--- src/rtl/alu16_pkg.sv ---
// rtl/alu16_pkg.sv - shared encodings for the 16-bit ALU sequencer
package alu16_pkg;

    typedef enum logic [1:0] {
        OP_ADD16 = 2'b00,
        OP_INC16 = 2'b01,
        OP_DEC16 = 2'b10,
        OP_ADDSP = 2'b11
    } op_e;

    typedef enum logic [1:0] {
        S_IDLE = 2'b00,
        S_LO   = 2'b01,
        S_HI   = 2'b10,
        S_DONE = 2'b11
    } state_e;

    localparam int F_Z = 3;
    localparam int F_N = 2;
    localparam int F_H = 1;
    localparam int F_C = 0;

endpackage

--- src/rtl/alu16_opsel.sv ---
// rtl/alu16_opsel.sv - per-byte ALU operand-2 and subtract select
// Ports: op (latched operation), opb (latched second operand),
//        phase_hi (0 = low byte pass, 1 = high byte pass),
//        alu_b / alu_sub (byte operand and subtract mode for this pass).
module alu16_opsel
    import alu16_pkg::*;
#(
    parameter int BYTE_W = 8
) (
    input  op_e                 op,
    input  logic [2*BYTE_W-1:0] opb,
    input  logic                phase_hi,
    output logic [BYTE_W-1:0]   alu_b,
    output logic                alu_sub
);

    localparam logic [BYTE_W-1:0] ONE = {{(BYTE_W-1){1'b0}}, 1'b1};

    always_comb begin
        alu_b   = '0;
        alu_sub = 1'b0;
        case (op)
            OP_ADD16: alu_b = phase_hi ? opb[2*BYTE_W-1:BYTE_W] : opb[BYTE_W-1:0];
            OP_INC16: alu_b = phase_hi ? '0 : ONE;
            OP_DEC16: begin
                alu_b   = phase_hi ? '0 : ONE;
                alu_sub = 1'b1;
            end
            // e8 is sign-extended into the high byte.
            OP_ADDSP: alu_b = phase_hi ? {BYTE_W{opb[BYTE_W-1]}} : opb[BYTE_W-1:0];
            default: begin
                alu_b   = '0;
                alu_sub = 1'b0;
            end
        endcase
    end

endmodule

--- src/rtl/alu16_sequencer.sv ---
// rtl/alu16_sequencer.sv - two-pass byte ALU sequencer for 16-bit ops
// Ports: CLK/RESET (async active-high); start/op/opa/opb/flags_in from decoder;
//        busy/done/result/flags_out/flags_we to the core;
//        alu_a/alu_b/alu_cin/alu_sub drive the 8-bit ALU, alu_res/alu_cout/alu_hout return.
module alu16_sequencer
    import alu16_pkg::*;
#(
    parameter int BYTE_W = 8
) (
    input  logic                CLK,
    input  logic                RESET,
    input  logic                start,
    input  logic [1:0]          op,
    input  logic [2*BYTE_W-1:0] opa,
    input  logic [2*BYTE_W-1:0] opb,
    input  logic [3:0]          flags_in,
    output logic                busy,
    output logic                done,
    output logic [2*BYTE_W-1:0] result,
    output logic [3:0]          flags_out,
    output logic                flags_we,
    output logic [BYTE_W-1:0]   alu_a,
    output logic [BYTE_W-1:0]   alu_b,
    output logic                alu_cin,
    output logic                alu_sub,
    input  logic [BYTE_W-1:0]   alu_res,
    input  logic                alu_cout,
    input  logic                alu_hout
);

    state_e                state, state_nx;
    op_e                   op_q;
    logic [2*BYTE_W-1:0]   opa_q, opb_q;
    logic [3:0]            flags_q;
    logic [BYTE_W-1:0]     res_lo;
    logic                  c_lo, h_lo;
    logic [BYTE_W-1:0]     sel_b;
    logic                  sel_sub;

    // Operand selection only sees latched values, so the ALU inputs never
    // follow start/op combinationally.
    alu16_opsel #(.BYTE_W(BYTE_W)) u_opsel (
        .op       (op_q),
        .opb      (opb_q),
        .phase_hi (state == S_HI),
        .alu_b    (sel_b),
        .alu_sub  (sel_sub)
    );

    always_ff @(posedge CLK or posedge RESET) begin
        if (RESET) begin
            state <= S_IDLE;
        end else begin
            state <= state_nx;
        end
    end

    always_comb begin
        state_nx = state;
        busy     = 1'b1;
        done     = 1'b0;
        flags_we = 1'b0;
        alu_a    = '0;
        alu_b    = '0;
        alu_cin  = 1'b0;
        alu_sub  = 1'b0;
        case (state)
            S_IDLE: begin
                busy = 1'b0;
                if (start) state_nx = S_LO;
            end
            S_LO: begin
                alu_a    = opa_q[BYTE_W-1:0];
                alu_b    = sel_b;
                alu_sub  = sel_sub;
                state_nx = S_HI;
            end
            S_HI: begin
                alu_a    = opa_q[2*BYTE_W-1:BYTE_W];
                alu_b    = sel_b;
                alu_sub  = sel_sub;
                alu_cin  = c_lo;
                state_nx = S_DONE;
            end
            S_DONE: begin
                done     = 1'b1;
                flags_we = (op_q == OP_ADD16) || (op_q == OP_ADDSP);
                state_nx = S_IDLE;
            end
            default: state_nx = S_IDLE;
        endcase
    end

    always_ff @(posedge CLK or posedge RESET) begin
        if (RESET) begin
            op_q      <= OP_ADD16;
            opa_q     <= '0;
            opb_q     <= '0;
            flags_q   <= '0;
            res_lo    <= '0;
            c_lo      <= 1'b0;
            h_lo      <= 1'b0;
            result    <= '0;
            flags_out <= '0;
        end else begin
            case (state)
                S_IDLE: begin
                    if (start) begin
                        op_q    <= op_e'(op);
                        opa_q   <= opa;
                        opb_q   <= opb;
                        flags_q <= flags_in;
                    end
                end
                S_LO: begin
                    res_lo <= alu_res;
                    c_lo   <= alu_cout;
                    h_lo   <= alu_hout;
                end
                S_HI: begin
                    result <= {alu_res, res_lo};
                    case (op_q)
                        // ADD HL,rr keeps Z; H/C come from the high byte (bits 11/15).
                        OP_ADD16: begin
                            flags_out[F_Z] <= flags_q[F_Z];
                            flags_out[F_N] <= 1'b0;
                            flags_out[F_H] <= alu_hout;
                            flags_out[F_C] <= alu_cout;
                        end
                        // ADD SP,e8 takes H/C from the low byte (bits 3/7).
                        OP_ADDSP: begin
                            flags_out[F_Z] <= 1'b0;
                            flags_out[F_N] <= 1'b0;
                            flags_out[F_H] <= h_lo;
                            flags_out[F_C] <= c_lo;
                        end
                        default: flags_out <= flags_q;
                    endcase
                end
                default: ;
            endcase
        end
    end

endmodule
--- config.mk ---
export PLATFORM = sky130hd
export DESIGN_NAME = alu16_sequencer
export DESIGN_NICKNAME = d
export VERILOG_FILES = /design/src/rtl/alu16_pkg.sv /design/src/rtl/alu16_opsel.sv /design/src/rtl/alu16_sequencer.sv
export SDC_FILE = /design/constraint.sdc
export NUM_CORES = 1
export LEC_CHECK = 0
export BUFFER_PORTS_ARGS = -buffer_cell sky130_fd_sc_hd__buf_2
export CAP_MARGIN = 10
export CORE_ASPECT_RATIO = 1.2
export CORE_MARGIN = 1
export CORE_UTILIZATION = 55
export CTS_CLUSTER_SIZE = 20
export DETAILED_ROUTE_END_ITERATION = 16
export PLACE_DENSITY_LB_ADDON = 0.25
export SETUP_SLACK_MARGIN = 0.1
export SYNTH_ARGS = -nofsm -noshare
export SYNTH_HDL_FRONTEND = slang
export SYNTH_SLANG_ARGS = --single-unit
--- constraint.sdc ---
create_clock -name CLK -period 5.75 [get_ports CLK]
set_input_delay 1.4375 -clock CLK [delete_from_list [all_inputs] [get_ports CLK]]
set_output_delay 1.4375 -clock CLK [all_outputs]
set_load 0.05 [all_outputs]
# After elaboration in Yosys (flattened, before gate mapping)
# Index checks and enable logic that the tools add are counted.
op_classes:
  n_addsub: 0
  multipliers: 0
  n_div: 0
  magnitude_cmp: 0
  n_eq_ne: 7
  shift: 0
  n_mux: 15
  n_bitwise: 0
  reduce_logical: 6
ops:
  columns: ["cell", "count"]
  rows:
  - ["8-bit case mux with 3 select lines", 1]
  - ["8-bit two-way mux", 2]
  - ["8-bit case mux with 2 select lines", 1]
  - ["2-bit == test, second input constant", 4]
  - ["2-bit case mux with 4 select lines", 1]
  - ["4-bit case mux with 2 select lines", 1]
  - ["1-bit two-way mux", 7]
  - ["7-bit two-way mux", 1]
  - ["2-bit by 1-bit == test with 1-bit output, second input constant", 2]
  - ["2-bit logical NOT", 2]
  - ["2-bit OR reduction", 2]
  - ["2-bit two-way mux", 1]
  - ["2-bit inequality test, second input constant", 1]
  - ["2-bit AND reduction", 1]
  - ["1-bit logical OR", 1]
totals:
  reg_bits: 70
  latch_bits: 0
  mem_bits_rw: 0
  rom_bits: 0
  input_bits: 51
  output_inout_bits: 41
  wordCells: 38
  n_memories: 0

# Depth between registers and ports, before layout
logic_depth:
  word_depth: 4
  ltp_mapped: 7
  ltp_nobuf: 5

# By module
# From an unflattened synthesis, not the netlist that was laid out.
unflattened:
  cells_unflattened: 242
  area_unflattened_um2: 3319.4
modules_own_cells:
  columns: ["mod", "instances", "cells_each", "area_each_um2", "seq_area_each_um2"]
  rows:
  - ["alu16_sequencer", 1, 206, 3040.4, 1751.7]
  - ["alu16_opsel", 1, 36, 279.0, 0.0]

# Worst setup path before layout
# No wires, ideal clock.
synth_timing:
  path_type: "flip-flop to output port"
  start: "register op_q[0]"
  end: "output alu_b[1]"
  arrival_time_ns: 2.326
  path_slack_ns: 1.986
  stages_incl_launch_ff: 6
  path_buffers: 1
  path_cell_list: "dfrtp_1 > inv_1 > ha_1 > buf_6 > nand2b_1 > a311oi_1"
synth_via:
  elab_chain_len: 4
  elab_cells_between_ends: 7
synth_rtl:
  columns: ["element", "line", "rtl"]
  rows:
  - ["from (decl)", "alu16_sequencer.sv:32", "op_e op_q;"]
  - ["from (signal assigned)", "alu16_sequencer.sv:109", "op_q <= op_e'(op);"]
  - ["2-bit by 1-bit == test with 1-bit output or 2-bit == test (tied branches)", "alu16_opsel.sv:22", "case (op)"]
  - ["2-bit OR reduction (no line)", null, null]
  - ["8-bit case mux with 3 select lines *", "alu16_opsel.sv:22", null]
  - ["8-bit two-way mux *", "alu16_sequencer.sv:67", "case (state)"]
  - ["to (decl)", "alu16_sequencer.sv:23", "output logic [BYTE_W-1:0] alu_b,"]
# Every way passes the cells marked *; elsewhere a longest branch is shown, timed or not.

# Final worst setup path
layout_timing:
  start: "register state[0]"
  end: "output alu_b[0]"
layout_via:
  elab_chain_len: 4
  elab_cells_between_ends: 8
layout_rtl:
  columns: ["element", "line", "rtl"]
  rows:
  - ["from (decl)", "alu16_sequencer.sv:31", "state_e state, state_nx;"]
  - ["from (signal assigned)", "alu16_sequencer.sv:54", "state <= state_nx;"]
  - ["2-bit == test", "alu16_sequencer.sv:45, alu16_sequencer.sv:67", null]
  - ["7-bit two-way mux, or another cell as far along", "alu16_opsel.sv:30", "OP_ADDSP: alu_b = phase_hi ? {BYTE_W{opb[BYTE_W-1]}} : opb[BYTE_W-1:0];"]
  - ["8-bit case mux with 3 select lines", "alu16_opsel.sv:22", null]
  - ["8-bit two-way mux *", "alu16_sequencer.sv:67", null]
# Marks and branches as above.

==> results.ini <==
[outcome]
status = completed

[final_layout]
fin_cells = 391
layout_common_cells = 91 x buf_2, 70 x dfrtp_1, 45 x mux2_2
fill_cells = 414
syn2layout_area_growth_pct = 21.1
layout-drive-gt1-share_pct = 53.8
nets = 382
antenna_cells = 0
layout_commonest_cell = buf_2

[global_route]
gr-total-overflow = 0
grt_pass1_wl_um = 9490
gr-usage-met3_pct = 6.82
met2_usage_pct = 33.0
met1_usage_pct = 25.2
first_global_vias = 2067
grt_max_degree = 71
grt_use_total_pct = 20.6
grt-busiest-layer = met2
antenna_found_initial = 0

[sta]
period_needed_ns = 3.92
max_clock_freq_ghz = 0.255
rsz0062_at_grt = no
finalSetupViolCount = 0
skew_ns = 0.00532
timing.final.crit_share_pct = 68.2
slew_headroom_pct = 28.9
tightestPinTransition_ns = 1.06
hold_viol = 0
final.setup.tns_ns = 0
drv_slew = 0

[yosys]
ys_warn_count = 0
synth-edff-count = 0
synth-seq-area-share_pct = 54.8
ys_ff_latch = 70
ys.flop_type = dfrtp_1
synth_top_area_share_pct = 54.8
yosys-mux-area-fraction_pct = 25.6
netlist_instances = 233
ys_types = 27
synth_top_area_cell = dfrtp_1
synthAdderAreaFrac_pct = 3.52
mappedNetlistNets = 293
synth.top_cells.by_area = dfrtp_1 55%, mux2_2 16%, mux2_4 9.4%, ha_1 3.5%, nor2b_1 2.3%
synth-async-reset-ratio_pct = 100
synthXorXnorAreaFrac_pct = 0
synthSimpleGateAreaFrac_pct = 5.25
synth_top_family_by_area = multiplexers
synth_area_um2 = 3200
synth-compound-area-share_pct = 6.54
postSynthAreaPerCell_um2 = 13.7

[clocking]
root_buffer = clkbuf_8
cts_buffers = 9
clk_latency_ns = 0.34
clockBufferDepth = 2
post_cts_resized = 0
tritoncts = yes
clkSinkCount = 70
clk_pin_slew_ns = 0.07
htreeDepth = 3
post_cts_buffers = 0
hold_buffers = 0

[detailed_routing]
wl_per_cell_um = 15.1
drtPass1Iterations = 4
num_vias = 2098
ant_nets = 0
routed_wl_um = 5900
remaining_drc_errors = 0
viasPerCell = 5.37
drt_iter0_drc = 90

[worst_setup_path]
worst_r2r_startpoint = state[1]
crit_start = state[0]
crit_arrival_ns = 2.48
cp_slowest_cell = ha_2
crit_fanout = 51
cpPeakStageDelay_ns = 0.86
crit_family = adder cells
crit_chain = inv_1, ha_2, a31oi_1, o21ai_0, and3_1, buf_2
end_kind = output pin
start_kind = flip-flop
crit_buf_inv = 2
worstSetupPathType = flip-flop to output pin
cp_data_required_time_ns = 4.31

[floorplanning]
fp.coreArea_um2 = 5630
die_x_um = 71.6
num_rows = 30
ios = 92
dieArea_um2 = 6120
start_util_pct = 56.8
die_h_um = 85.5

[place]
place_hpwl_um = 3920
post-place-cells = 375
placement.io_buffers = 91
gp_congestion = 0.735

[flow_run]
cap_violations = 0

[worst_hold_path]
hold_start = res_lo[2]
hp-class = flip-flop to flip-flop

[final timing paths]
check | slack [ns] | endpoint | depth (start not counted)
hold reg to reg | 0.50 | result[2] | 1
max in group asynchronous | 3.84 | h_lo | 3
setup / recovery | 1.83 | alu_b[0] | 6
hold / removal | 0.50 | result[2] | 1
min in group asynchronous | 1.34 | opb_q[1] | 3
setup reg to reg | 3.68 | opa_q[8] | 4
[metal layers]
metal	vias up	wire, µm
met5	-	0
met4	0	114
met3	11	395
met2	74	2860
met1	1018	2520
li1	995	-
[worst register-to-register path: cells and delay by family, from the launching register on]
| kind | cells | cell delay, ns |
|---|---|---|
| DFF | 1 | 0.41 |
| muxes | 1 | 0.43 |
| and+or+nand+nor | 1 | 0.78 |
| buffers and inverters | 1 | 0.10 |
| adders and majority gates | 1 | 0.23 |
[Yosys cell counts, types with 2 or more instances]
cell	instances
dfrtp_1	70
mux2_2	45
mux2_4	20
nor2b_1	12
inv_1	11
ha_1	9
a22oi_1	8
buf_2	8
nand2_1	8
o21ai_0	7
a311oi_1	6
nor2_1	6
buf_6	4
a21oi_1	2
a221oi_1	2
and2_1	2
nand3_1	2
o22ai_1	2
[cell families after synthesis]
| kind of cell | after synthesis |
|---|---|
| AND/OR/NAND/NOR | 33 |
| buffers and inverters | 25 |
| adder cells (fa/ha/maj) | 9 |
| AO/OA/AOI/OAI | 30 |
| flip-flops | 70 |
| multiplexers | 66 |
[stage by stage]
step / instance area, µm² / setup slack, ns / hold WS, ns / util [%]
finish: 3870 / 1.83 / 0.501 / 68.7
global route: 3870 / 1.63 / 0.517 / 68.7
CTS: 3870 / 1.81 / 0.505 / 68.7
detailed placement: 3650 / 2.20 / 0.489 / 64.8
global placement: 3650 / 2.24 / 0.479 / 64.8
floorplan: 3200 / 1.99 / 0.475 / -
[sequential cells by signal, indices dropped and copies added, names as in the netlist]
| signal | count |
|---|---|
| c_lo | 1 |
| opa_q | 16 |
| h_lo | 1 |
| res_lo | 8 |
| flags_out | 4 |
| state | 2 |
| opb_q | 16 |
| op_q | 2 |
| flags_q | 4 |
| result | 16 |
[cell type report]
cell class / instances / area, µm² / area share [%]
flip-flops and latches: 70 / 1750 / 45.3
multi-input cells: 138 / 1310 / 33.9
repair buffers: 92 / 463 / 12.0
clock buffers: 10 / 138 / 3.56
clock inverters: 6 / 85.1 / 2.20
well taps: 64 / 80.1 / 2.07
inverters: 11 / 41.3 / 1.07
Power is left out: the tool's default activity adds up to more than one toggle a clock period on the data nets, which glitch-free logic cannot reach.
